==> src/rtl/aes_pkg.sv <==
// Shared AES-128 key-schedule definitions: round count, round constants and
// the scheduler state encoding.
package aes_pkg;

    localparam int AES_ROUNDS = 10;

    typedef enum logic [1:0] {
        ST_IDLE,
        ST_EXPAND,
        ST_STREAM
    } ks_state_e;

    // Round constant for the step that produces round key r (r = 1..10).
    function automatic logic [7:0] rcon(input logic [3:0] round);
        case (round)
            4'd1:    return 8'h01;
            4'd2:    return 8'h02;
            4'd3:    return 8'h04;
            4'd4:    return 8'h08;
            4'd5:    return 8'h10;
            4'd6:    return 8'h20;
            4'd7:    return 8'h40;
            4'd8:    return 8'h80;
            4'd9:    return 8'h1b;
            4'd10:   return 8'h36;
            default: return 8'h00;
        endcase
    endfunction

endpackage

==> src/rtl/key_step_inv.sv <==
// One combinational AES-128 key-schedule step: inverse (K_r -> K_r-1) by
// default, forward (K_r-1 -> K_r) when fwd_i is set. One shared S-box bank.
module key_step_inv (
    input  logic [127:0] key_i,
    input  logic [7:0]   rcon_i,
    input  logic         fwd_i,
    output logic [127:0] key_o
);

    logic [31:0] w0, w1, w2, w3;
    logic [31:0] t1, t2, t3;
    logic [31:0] f0, f1, f2, f3;
    logic [31:0] sb_in, rot, sub, g;

    assign {w0, w1, w2, w3} = key_i;

    // Inverse step recovers the previous w1..w3 first; w3 of the previous
    // key is what feeds RotWord/SubWord in that direction.
    assign t3 = w3 ^ w2;
    assign t2 = w2 ^ w1;
    assign t1 = w1 ^ w0;

    assign sb_in = fwd_i ? w3 : t3;
    assign rot   = {sb_in[23:0], sb_in[31:24]};

    for (genvar i = 0; i < 4; i++) begin : g_sbox
        s_box u_s_box (
            .a_i(rot[8*i +: 8]),
            .y_o(sub[8*i +: 8])
        );
    end

    assign g  = sub ^ {rcon_i, 24'h000000};

    assign f0 = w0 ^ g;
    assign f1 = w1 ^ f0;
    assign f2 = w2 ^ f1;
    assign f3 = w3 ^ f2;

    assign key_o = fwd_i ? {f0, f1, f2, f3} : {f0, t1, t2, t3};

endmodule

==> src/rtl/s_box.sv <==
// AES forward S-box, purely combinational table lookup.
module s_box (
    input  logic [7:0] a_i,
    output logic [7:0] y_o
);

    localparam logic [7:0] SBOX [256] = '{
        8'h63, 8'h7c, 8'h77, 8'h7b, 8'hf2, 8'h6b, 8'h6f, 8'hc5, 8'h30, 8'h01, 8'h67, 8'h2b, 8'hfe, 8'hd7, 8'hab, 8'h76,
        8'hca, 8'h82, 8'hc9, 8'h7d, 8'hfa, 8'h59, 8'h47, 8'hf0, 8'had, 8'hd4, 8'ha2, 8'haf, 8'h9c, 8'ha4, 8'h72, 8'hc0,
        8'hb7, 8'hfd, 8'h93, 8'h26, 8'h36, 8'h3f, 8'hf7, 8'hcc, 8'h34, 8'ha5, 8'he5, 8'hf1, 8'h71, 8'hd8, 8'h31, 8'h15,
        8'h04, 8'hc7, 8'h23, 8'hc3, 8'h18, 8'h96, 8'h05, 8'h9a, 8'h07, 8'h12, 8'h80, 8'he2, 8'heb, 8'h27, 8'hb2, 8'h75,
        8'h09, 8'h83, 8'h2c, 8'h1a, 8'h1b, 8'h6e, 8'h5a, 8'ha0, 8'h52, 8'h3b, 8'hd6, 8'hb3, 8'h29, 8'he3, 8'h2f, 8'h84,
        8'h53, 8'hd1, 8'h00, 8'hed, 8'h20, 8'hfc, 8'hb1, 8'h5b, 8'h6a, 8'hcb, 8'hbe, 8'h39, 8'h4a, 8'h4c, 8'h58, 8'hcf,
        8'hd0, 8'hef, 8'haa, 8'hfb, 8'h43, 8'h4d, 8'h33, 8'h85, 8'h45, 8'hf9, 8'h02, 8'h7f, 8'h50, 8'h3c, 8'h9f, 8'ha8,
        8'h51, 8'ha3, 8'h40, 8'h8f, 8'h92, 8'h9d, 8'h38, 8'hf5, 8'hbc, 8'hb6, 8'hda, 8'h21, 8'h10, 8'hff, 8'hf3, 8'hd2,
        8'hcd, 8'h0c, 8'h13, 8'hec, 8'h5f, 8'h97, 8'h44, 8'h17, 8'hc4, 8'ha7, 8'h7e, 8'h3d, 8'h64, 8'h5d, 8'h19, 8'h73,
        8'h60, 8'h81, 8'h4f, 8'hdc, 8'h22, 8'h2a, 8'h90, 8'h88, 8'h46, 8'hee, 8'hb8, 8'h14, 8'hde, 8'h5e, 8'h0b, 8'hdb,
        8'he0, 8'h32, 8'h3a, 8'h0a, 8'h49, 8'h06, 8'h24, 8'h5c, 8'hc2, 8'hd3, 8'hac, 8'h62, 8'h91, 8'h95, 8'he4, 8'h79,
        8'he7, 8'hc8, 8'h37, 8'h6d, 8'h8d, 8'hd5, 8'h4e, 8'ha9, 8'h6c, 8'h56, 8'hf4, 8'hea, 8'h65, 8'h7a, 8'hae, 8'h08,
        8'hba, 8'h78, 8'h25, 8'h2e, 8'h1c, 8'ha6, 8'hb4, 8'hc6, 8'he8, 8'hdd, 8'h74, 8'h1f, 8'h4b, 8'hbd, 8'h8b, 8'h8a,
        8'h70, 8'h3e, 8'hb5, 8'h66, 8'h48, 8'h03, 8'hf6, 8'h0e, 8'h61, 8'h35, 8'h57, 8'hb9, 8'h86, 8'hc1, 8'h1d, 8'h9e,
        8'he1, 8'hf8, 8'h98, 8'h11, 8'h69, 8'hd9, 8'h8e, 8'h94, 8'h9b, 8'h1e, 8'h87, 8'he9, 8'hce, 8'h55, 8'h28, 8'hdf,
        8'h8c, 8'ha1, 8'h89, 8'h0d, 8'hbf, 8'he6, 8'h42, 8'h68, 8'h41, 8'h99, 8'h2d, 8'h0f, 8'hb0, 8'h54, 8'hbb, 8'h16
    };

    assign y_o = SBOX[a_i];

endmodule

==> src/rtl/inv_round_key_seq.sv <==
// Sequential AES-128 decryption key scheduler: expands to round key 10, then
// streams round keys 10..0. Optional replay of the stream via INV_KEY_REPLAY_EN.
module inv_round_key_seq
    import aes_pkg::*;
#(
    parameter int ROUNDS = AES_ROUNDS
) (
    input  logic         clk,
    input  logic         rst,
    input  logic         key_valid,
    output logic         key_ready,
    input  logic [127:0] key_in,
    output logic         rk_valid,
    input  logic         rk_ready,
`ifdef INV_KEY_REPLAY_EN
    input  logic         replay,
`endif
    output logic [127:0] rk_out,
    output logic [3:0]   rk_round,
    output logic         busy
);

    localparam logic [3:0] LAST_ROUND = 4'(ROUNDS);

    ks_state_e    state_q, state_d;
    logic [127:0] key_q, key_d;
    logic [3:0]   round_q, round_d;
    logic [127:0] step_key;
    logic         fwd;
    logic         expand_done;

    // round_q is the expansion counter in EXPAND and the round index in STREAM,
    // so the same register selects rcon for both directions.
    assign fwd         = (state_q == ST_EXPAND);
    assign expand_done = (state_q == ST_EXPAND) && (round_q == LAST_ROUND);

    key_step_inv u_step (
        .key_i (key_q),
        .rcon_i(rcon(round_q)),
        .fwd_i (fwd),
        .key_o (step_key)
    );

`ifdef INV_KEY_REPLAY_EN
    logic [127:0] last_key_q;
    logic         has_key_q;

    always_ff @(posedge clk) begin
        if (rst) begin
            has_key_q <= 1'b0;
        end else if (expand_done) begin
            has_key_q <= 1'b1;
        end
    end

    // NOTE: last_key_q is pure data qualified by has_key_q, so it needs no reset.
    always_ff @(posedge clk) begin
        if (expand_done) begin
            last_key_q <= step_key;
        end
    end
`endif

    // NOTE: every signal gets its default first so no path can infer a latch.
    always_comb begin
        state_d = state_q;
        key_d   = key_q;
        round_d = round_q;
        case (state_q)
            ST_IDLE: begin
                if (key_valid) begin
                    key_d   = key_in;
                    round_d = 4'd1;
                    state_d = ST_EXPAND;
                end
            end
            ST_EXPAND: begin
                key_d = step_key;
                if (round_q == LAST_ROUND) begin
                    state_d = ST_STREAM;
                end else begin
                    round_d = round_q + 4'd1;
                end
            end
            ST_STREAM: begin
                if (rk_ready) begin
                    if (round_q == 4'd0) begin
                        state_d = ST_IDLE;
                    end else begin
                        key_d   = step_key;
                        round_d = round_q - 4'd1;
                    end
                end
            end
            default: state_d = ST_IDLE;
        endcase
`ifdef INV_KEY_REPLAY_EN
        if (replay && has_key_q && (state_q != ST_EXPAND)) begin
            key_d   = last_key_q;
            round_d = LAST_ROUND;
            state_d = ST_STREAM;
        end
`endif
    end

    // NOTE: state registers use non-blocking assignments only.
    always_ff @(posedge clk) begin
        if (rst) begin
            state_q <= ST_IDLE;
            key_q   <= '0;
            round_q <= '0;
        end else begin
            state_q <= state_d;
            key_q   <= key_d;
            round_q <= round_d;
        end
    end

    assign key_ready = (state_q == ST_IDLE) && !rst;
    assign rk_valid  = (state_q == ST_STREAM);
    assign busy      = (state_q != ST_IDLE);
    assign rk_out    = key_q;
    assign rk_round  = round_q;

endmodule

==> config.mk <==
export PLATFORM = sky130hd
export DESIGN_NAME = inv_round_key_seq
export DESIGN_NICKNAME = d
export VERILOG_FILES = /design/src/rtl/aes_pkg.sv /design/src/rtl/key_step_inv.sv /design/src/rtl/s_box.sv /design/src/rtl/inv_round_key_seq.sv
export SDC_FILE = /design/constraint.sdc
export NUM_CORES = 1
export LEC_CHECK = 0
export CORE_MARGIN = 4
export CORE_UTILIZATION = 23
export CTS_CLUSTER_SIZE = 10
export DETAILED_ROUTE_END_ITERATION = 6
export GPL_ROUTABILITY_DRIVEN = 0
export PLACE_DENSITY = 0.4
export SETUP_SLACK_MARGIN = 0.02
export SKIP_LAST_GASP = 1
export SLEW_MARGIN = 20
export SYNTH_ARGS = -nofsm -noshare
export SYNTH_HDL_FRONTEND = slang
export SYNTH_SLANG_ARGS = --single-unit
==> constraint.sdc <==
create_clock -name clk -period 15.15 [get_ports clk]
set_clock_uncertainty 0.05 [all_clocks]
set_input_delay 4.545 -clock clk [delete_from_list [all_inputs] [get_ports clk]]
set_output_delay 4.545 -clock clk [all_outputs]
set_load 0.02 [all_outputs]
Word level (Yosys, flattened, before mapping)
Memories as Yosys holds them, arrays and structs flattened. A register that Yosys moved wholly into a read port is not among the register bits.
Cells that the tools add are included.
{ "word_totals": {"reg_bits": 134, "rom_bits": 8320, "inputBits": 132, "out_inout_bits": 135, "wordCells": 70, "mem_count": 5} }
{ "classes": {"add_sub_neg": 2, "n_lt_le_gt_ge": 4, "n_eq_ne": 9, "n_mux": 26, "n_bitwise": 12, "reduce_logical": 9} }
{ "memory_table": {"columns": ["memory", "words", "width", "read_ports", "rd_clocked_by_memory_dff", "wr", "line", "text"], "rows": [
  ["(name not given)", 256, 8, 1, 0, 0, "s_box.sv:26", "assign y_o = SBOX[a_i];"],
  ["(name not given)", 256, 8, 1, 0, 0, "s_box.sv:26", null],
  ["(name not given)", 256, 8, 1, 0, 0, "s_box.sv:26", null],
  ["(name not given)", 256, 8, 1, 0, 0, "s_box.sv:26", null],
  ["(name not given)", 16, 8, 1, 1, 0, "aes_pkg.sv:15", "case (round)"]
]} }
{ "op_table": {"columns": ["op", "n"], "rows": [
  ["two-way mux 128 bit", 3],
  ["one-hot mux 128 bit (3 select lines)", 1],
  ["bitwise XOR 32 bit", 8],
  ["two-way mux 96 bit", 1],
  ["two-way mux 8 bit", 8],
  ["greater-or-equal comparator 9 bit, second input constant", 4],
  ["inverter 8 -> 9 bit", 4],
  ["two-way mux 32 bit", 1],
  ["two-way mux 4 bit", 6],
  ["one-hot mux 4 bit (3 select lines)", 1],
  ["two-way mux 2 bit", 4],
  ["!= test 2 bit, second input constant", 4],
  ["AND reduction 4 bit", 2],
  ["one-hot mux 2 bit (3 select lines)", 1],
  ["AND reduction 5 bit", 1],
  ["adder 4 x 1 -> 4 bit, second input constant", 1],
  ["equality test 4 bit, second input constant", 1],
  ["logical NOT 4 bit", 1],
  ["!= test 2 x 1 -> 1 bit, second input constant", 2],
  ["subtractor 4 x 1 -> 4 bit, second input constant", 1],
  ["nonzero test 3 bit", 1],
  ["equality test 2 x 1 -> 1 bit, second input constant", 1],
  ["equality test 2 bit, second input constant", 1],
  ["logical NOT 2 bit", 1],
  ["other kinds (3)", 3]
]} }

Depth between registers and ports, before layout
{ "depth": {"depth_word": 15, "depth_mapped": 24, "mapped_depth_nobuf": 18} }

Cells and area by module
From an unflattened synthesis, not the netlist that was laid out.
{ "unflattened": {"cells_unflattened": 3133, "hier_area_um2": 22585.4} }
{ "modules_own_cells": {"columns": ["module", "n_inst", "cells_per_inst", "area_each_um2", "seq_area_each_um2"], "rows": [
  ["s_box", 4, 507, 3179.3, 0.0],
  ["inv_round_key_seq", 1, 667, 6402.4, 2842.7],
  ["key_step_inv", 1, 438, 3465.8, 0.0]
]} }

Least setup slack after synthesis
OpenSTA, ideal clock, no wires.
{ "synth_path": {"path_type": "input port to output port", "startpoint": "input rst", "endpoint": "output key_ready", "t_arrival_ps": 5234, "required_ps": 10555, "slack_ps": 5321, "cell_stages": 3, "path_buffers": 2, "path_cell_list": "clkbuf_1 > clkbuf_1 > nor2_1"} }
{ "synth_between": {"elab_chain_len": 2} }
{ "synth_lines": {"columns": ["item", "line", "text"], "rows": [
  ["start, declared", "inv_round_key_seq.sv:9", "input logic rst,"],
  ["logical NOT 1 bit", "inv_round_key_seq.sv:119", "assign key_ready = (state_q == ST_IDLE) && !rst;"],
  ["logical AND 1 bit", "inv_round_key_seq.sv:119", null],
  ["end, declared", "inv_round_key_seq.sv:11", "output logic key_ready,"]
]} }
Every way passes these cells.

Final worst setup path
Ends and elaborated chain as after synthesis.

==> impl_metrics.py <==
metrics = {
    "yosys": {
        "synth_area_per_cell_sq_um": 6.609,
        "ys_seq_area_frac": 0.1013,
        "synth.net_count": 4438,
        "synthTopCellsByArea": "dfxtp_1 10%, nand2_1 5.7%, o21ai_0 5.6%",
        "ys_ff_latch": 142,
        "synth_edf_count": 0,
        "syn_area_sq_mm": 0.02805,
        "synth_top_cell_area_share": 0.1013,
        "synth-main-ff-cell": "dfxtp_1",
        "synthArstFlopShare": 0,
        "synth_top_area_cell": "dfxtp_1",
        "ys_warn_count": 0,
        "synth_cell_types": 100,
        "synth_cells": 4244,
    },
    "floorplanning": {
        "io_pins": 267,
        "dieWidth_microns": 357.2,
        "die-area_sq_mm": 0.1276,
        "coreArea_sq_mm": 0.1204,
        "std_cell_rows": 127,
        "initial_core_util": 0.2329,
        "die_h_microns": 357.2,
    },
    "detailed_routing": {
        "drt_wl_total_mm": 162.0,
        "ant_nets": 0,
        "first_pass_iters": 7,
        "drt_iter0_drc": 5174,
        "route.detailed.drc": 0,
        "wl_per_cell_microns": 27.84,
        "wl_met2_mm": 68.12,
        "num_vias": 35630,
        "route.met3.wl_mm": 16.20,
        "routed.top_layer": "met5",
        "viasPerCell": 6.123,
        "wl_met1_mm": 71.68,
    },
    "worst_setup_path": {
        "critPathMaxFanout": 34,
        "r2r_start": "state_q[1]$_SDFFE_PP0P_",
        "end_kind": "output port",
        "path_class": "in -> out",
        "cp.required_ps": 10560,
        "ff2ff_setup_slack_ps": 7910,
        "timing.rr.end": "rk_out[9]$_SDFFE_PP0P_",
        "crit_arrival_ps": 5460,
        "setup.worst_path.start": "rst",
        "worstRegToRegCells": 19,
        "endpoint": "key_ready",
        "cp-start-kind": "input port",
    },
    "timing": {
        "slew_headroom": 0.1858,
        "grt_setup_unrepaired": "false",
        "finalCriticalPeriod_ps": 10050,
        "finalHoldWorstSlack_ps": 494.0,
        "setup_tns_ps": 0,
        "finalSetupViolCount": 0,
        "fmax_mhz": 99.50,
        "post-route-period-util": 0.6634,
        "tightestPinTransition_ps": 1206,
        "hold_viol_final": 0,
        "slew_violations": 0,
    },
    "clocking": {
        "clockBufferDepth": 2,
        "clk_pin_slew_worst_paths_ps": 70,
        "clockRootBuffer": "clkbuf_16",
        "post_cts_buffers": 0,
        "cts_tree": "built",
        "clk_latency_ps": 520,
        "cts_buffers": 17,
        "ctsResizeCount": 0,
        "cts.sinks": 142,
        "h-tree-depth": 4,
        "hold_buffers": 0,
    },
    "flow_run": {
        "cap_violations": 0,
    },
    "place": {
        "dp_hpwl_mm": 112.2,
        "port_buffers": 266,
    },
    "global_routing": {
        "grt_start_max_net_pins": 132,
        "grt_use_total": 0.2409,
        "grt_first_pass_wirelength_mm": 235.4,
        "grt-ovfl-total": 0,
        "grt_antenna_before_repair": 10,
        "grt_pass1_vias": 32870,
    },
    "hold_path": {
        "hold_class": "reg -> reg",
    },
    "finish": {
        "fin_nets": 4388,
        "area_delta_synth_final_pct": 16.86,
        "fin_util": 0.2721,
        "drive_above_1_share": 0.07584,
    },
    "outcome": {
        "status": "finished, final reports clean",
    },
}
-- placed cells by master, fill, tap and decap left out, types with 53 or more instances in the layout --
master / n
nor2b_1: 59
a21oi_1: 313
mux2i_1: 84
xnor2_1: 135
ha_1: 59
nand3_1: 163
o22ai_1: 58
inv_1: 64
a31oi_1: 114
nand2b_1: 73
o21ai_0: 313
nand2_1: 426
nor3_1: 99
clkdlybuf4s50_1: 265
xor2_1: 70
a221oi_1: 53
nor2_1: 382
o211ai_1: 91
o221ai_1: 74
dfxtp_1: 138
a211oi_1: 98
buf_4: 138
-- cell families after synthesis --
logic type               Yosys count  share of synthesized area
buffers and inverters            548                    0.08154
AO/OA/AOI/OAI                   1665                     0.4102
AND/OR/NAND/NOR                 1455                     0.2461
multiplexers                     133                    0.05326
XOR/XNOR                         239                    0.07967
adder cells (fa/ha/maj)           62                    0.02792
flip-flops                       142                     0.1013
-- how the worst min path moves through the flow --
| stage | endpoint | slack, ps | from | cells past startpoint |
|---|---|---|---|---|
| 2_1_floorplan | state_q[1]$_SDFFE_PP0P_ | 470 | state_q[1]$_SDFFE_PP0P_ | 2 |
| 3_3_place_gp | rk_out[114]$_SDFFE_PP0P_ | 480 | rk_out[114]$_SDFFE_PP0P_ | 2 |
| 3_5_place_dp | rk_out[114]$_SDFFE_PP0P_ | 480 | rk_out[114]$_SDFFE_PP0P_ | 2 |
| 4_1_cts | rk_out[114]$_SDFFE_PP0P_ | 500 | rk_out[114]$_SDFFE_PP0P_ | 2 |
| 5_1_grt | rk_out[115]$_SDFFE_PP0P_ | 520 | rk_out[115]$_SDFFE_PP0P_ | 2 |
| 6_report | rk_out[115]$_SDFFE_PP0P_ | 490 | rk_out[115]$_SDFFE_PP0P_ | 2 |
-- per-stage QoR --
step	cells	cell area, sq um	setup slack, ps
floorplan	4244	28050	5321
global placement	5787	32170	5050
detailed placement	5787	32170	5078
CTS	5818	32760	5078
global route	5818	32780	5067
finish	5819	32780	5100
-- layout make-up --
cell class	instances	area [sq um]
clock inverter	12	152.6
antenna	1	2.502
tap	1612	2017
inverter	74	285.3
multi-input combinational	3554	23310
clock buffer	19	442.9
fill	13570	87670
timing repair buffer	405	3720
sequential	142	2848
-- critical path, cell delays in order --
cell             delay (ps)
buf_6                   170
nor2_1                  120
clkdlybuf4s50_1         610
-- registers in the layout, indices dropped and copies added (netlist names) --
register	flops
rk_out	128
u_step.rcon_i	8
rk_round	4
state_q	2
-- routing by layer --
metal | vias to the layer above | GRT usage
li1 | 16000 | -
met1 | 17180 | 0.3365
met2 | 2063 | 0.3600
met3 | 380 | 0.05787
met4 | 6 | 0.08337
met5 | - | 0
-- synth_stat cells, drive strengths merged, types with 27 or more instances --
cell / n
a211oi: 99
a21o: 31
a21oi: 313
a221oi: 55
a22oi: 39
a311oi: 29
a31oi: 115
a32oi: 43
and2: 28
and3: 37
buf: 169
clkbuf: 305
dfxtp: 142
ha: 61
inv: 68
mux2: 40
mux2i: 84
nand2: 427
nand2b: 73
nand3: 163
nand3b: 27
nor2: 384
nor2b: 59
nor3: 99
o211ai: 91
o21a: 31
o21ai: 321
o221ai: 74
o22ai: 60
o311ai: 42
o31ai: 44
or3: 51
xnor2: 160
xor2: 78
Power is left out: the tool's default activity adds up to more than one toggle a clock period on the data nets, which glitch-free logic cannot reach.
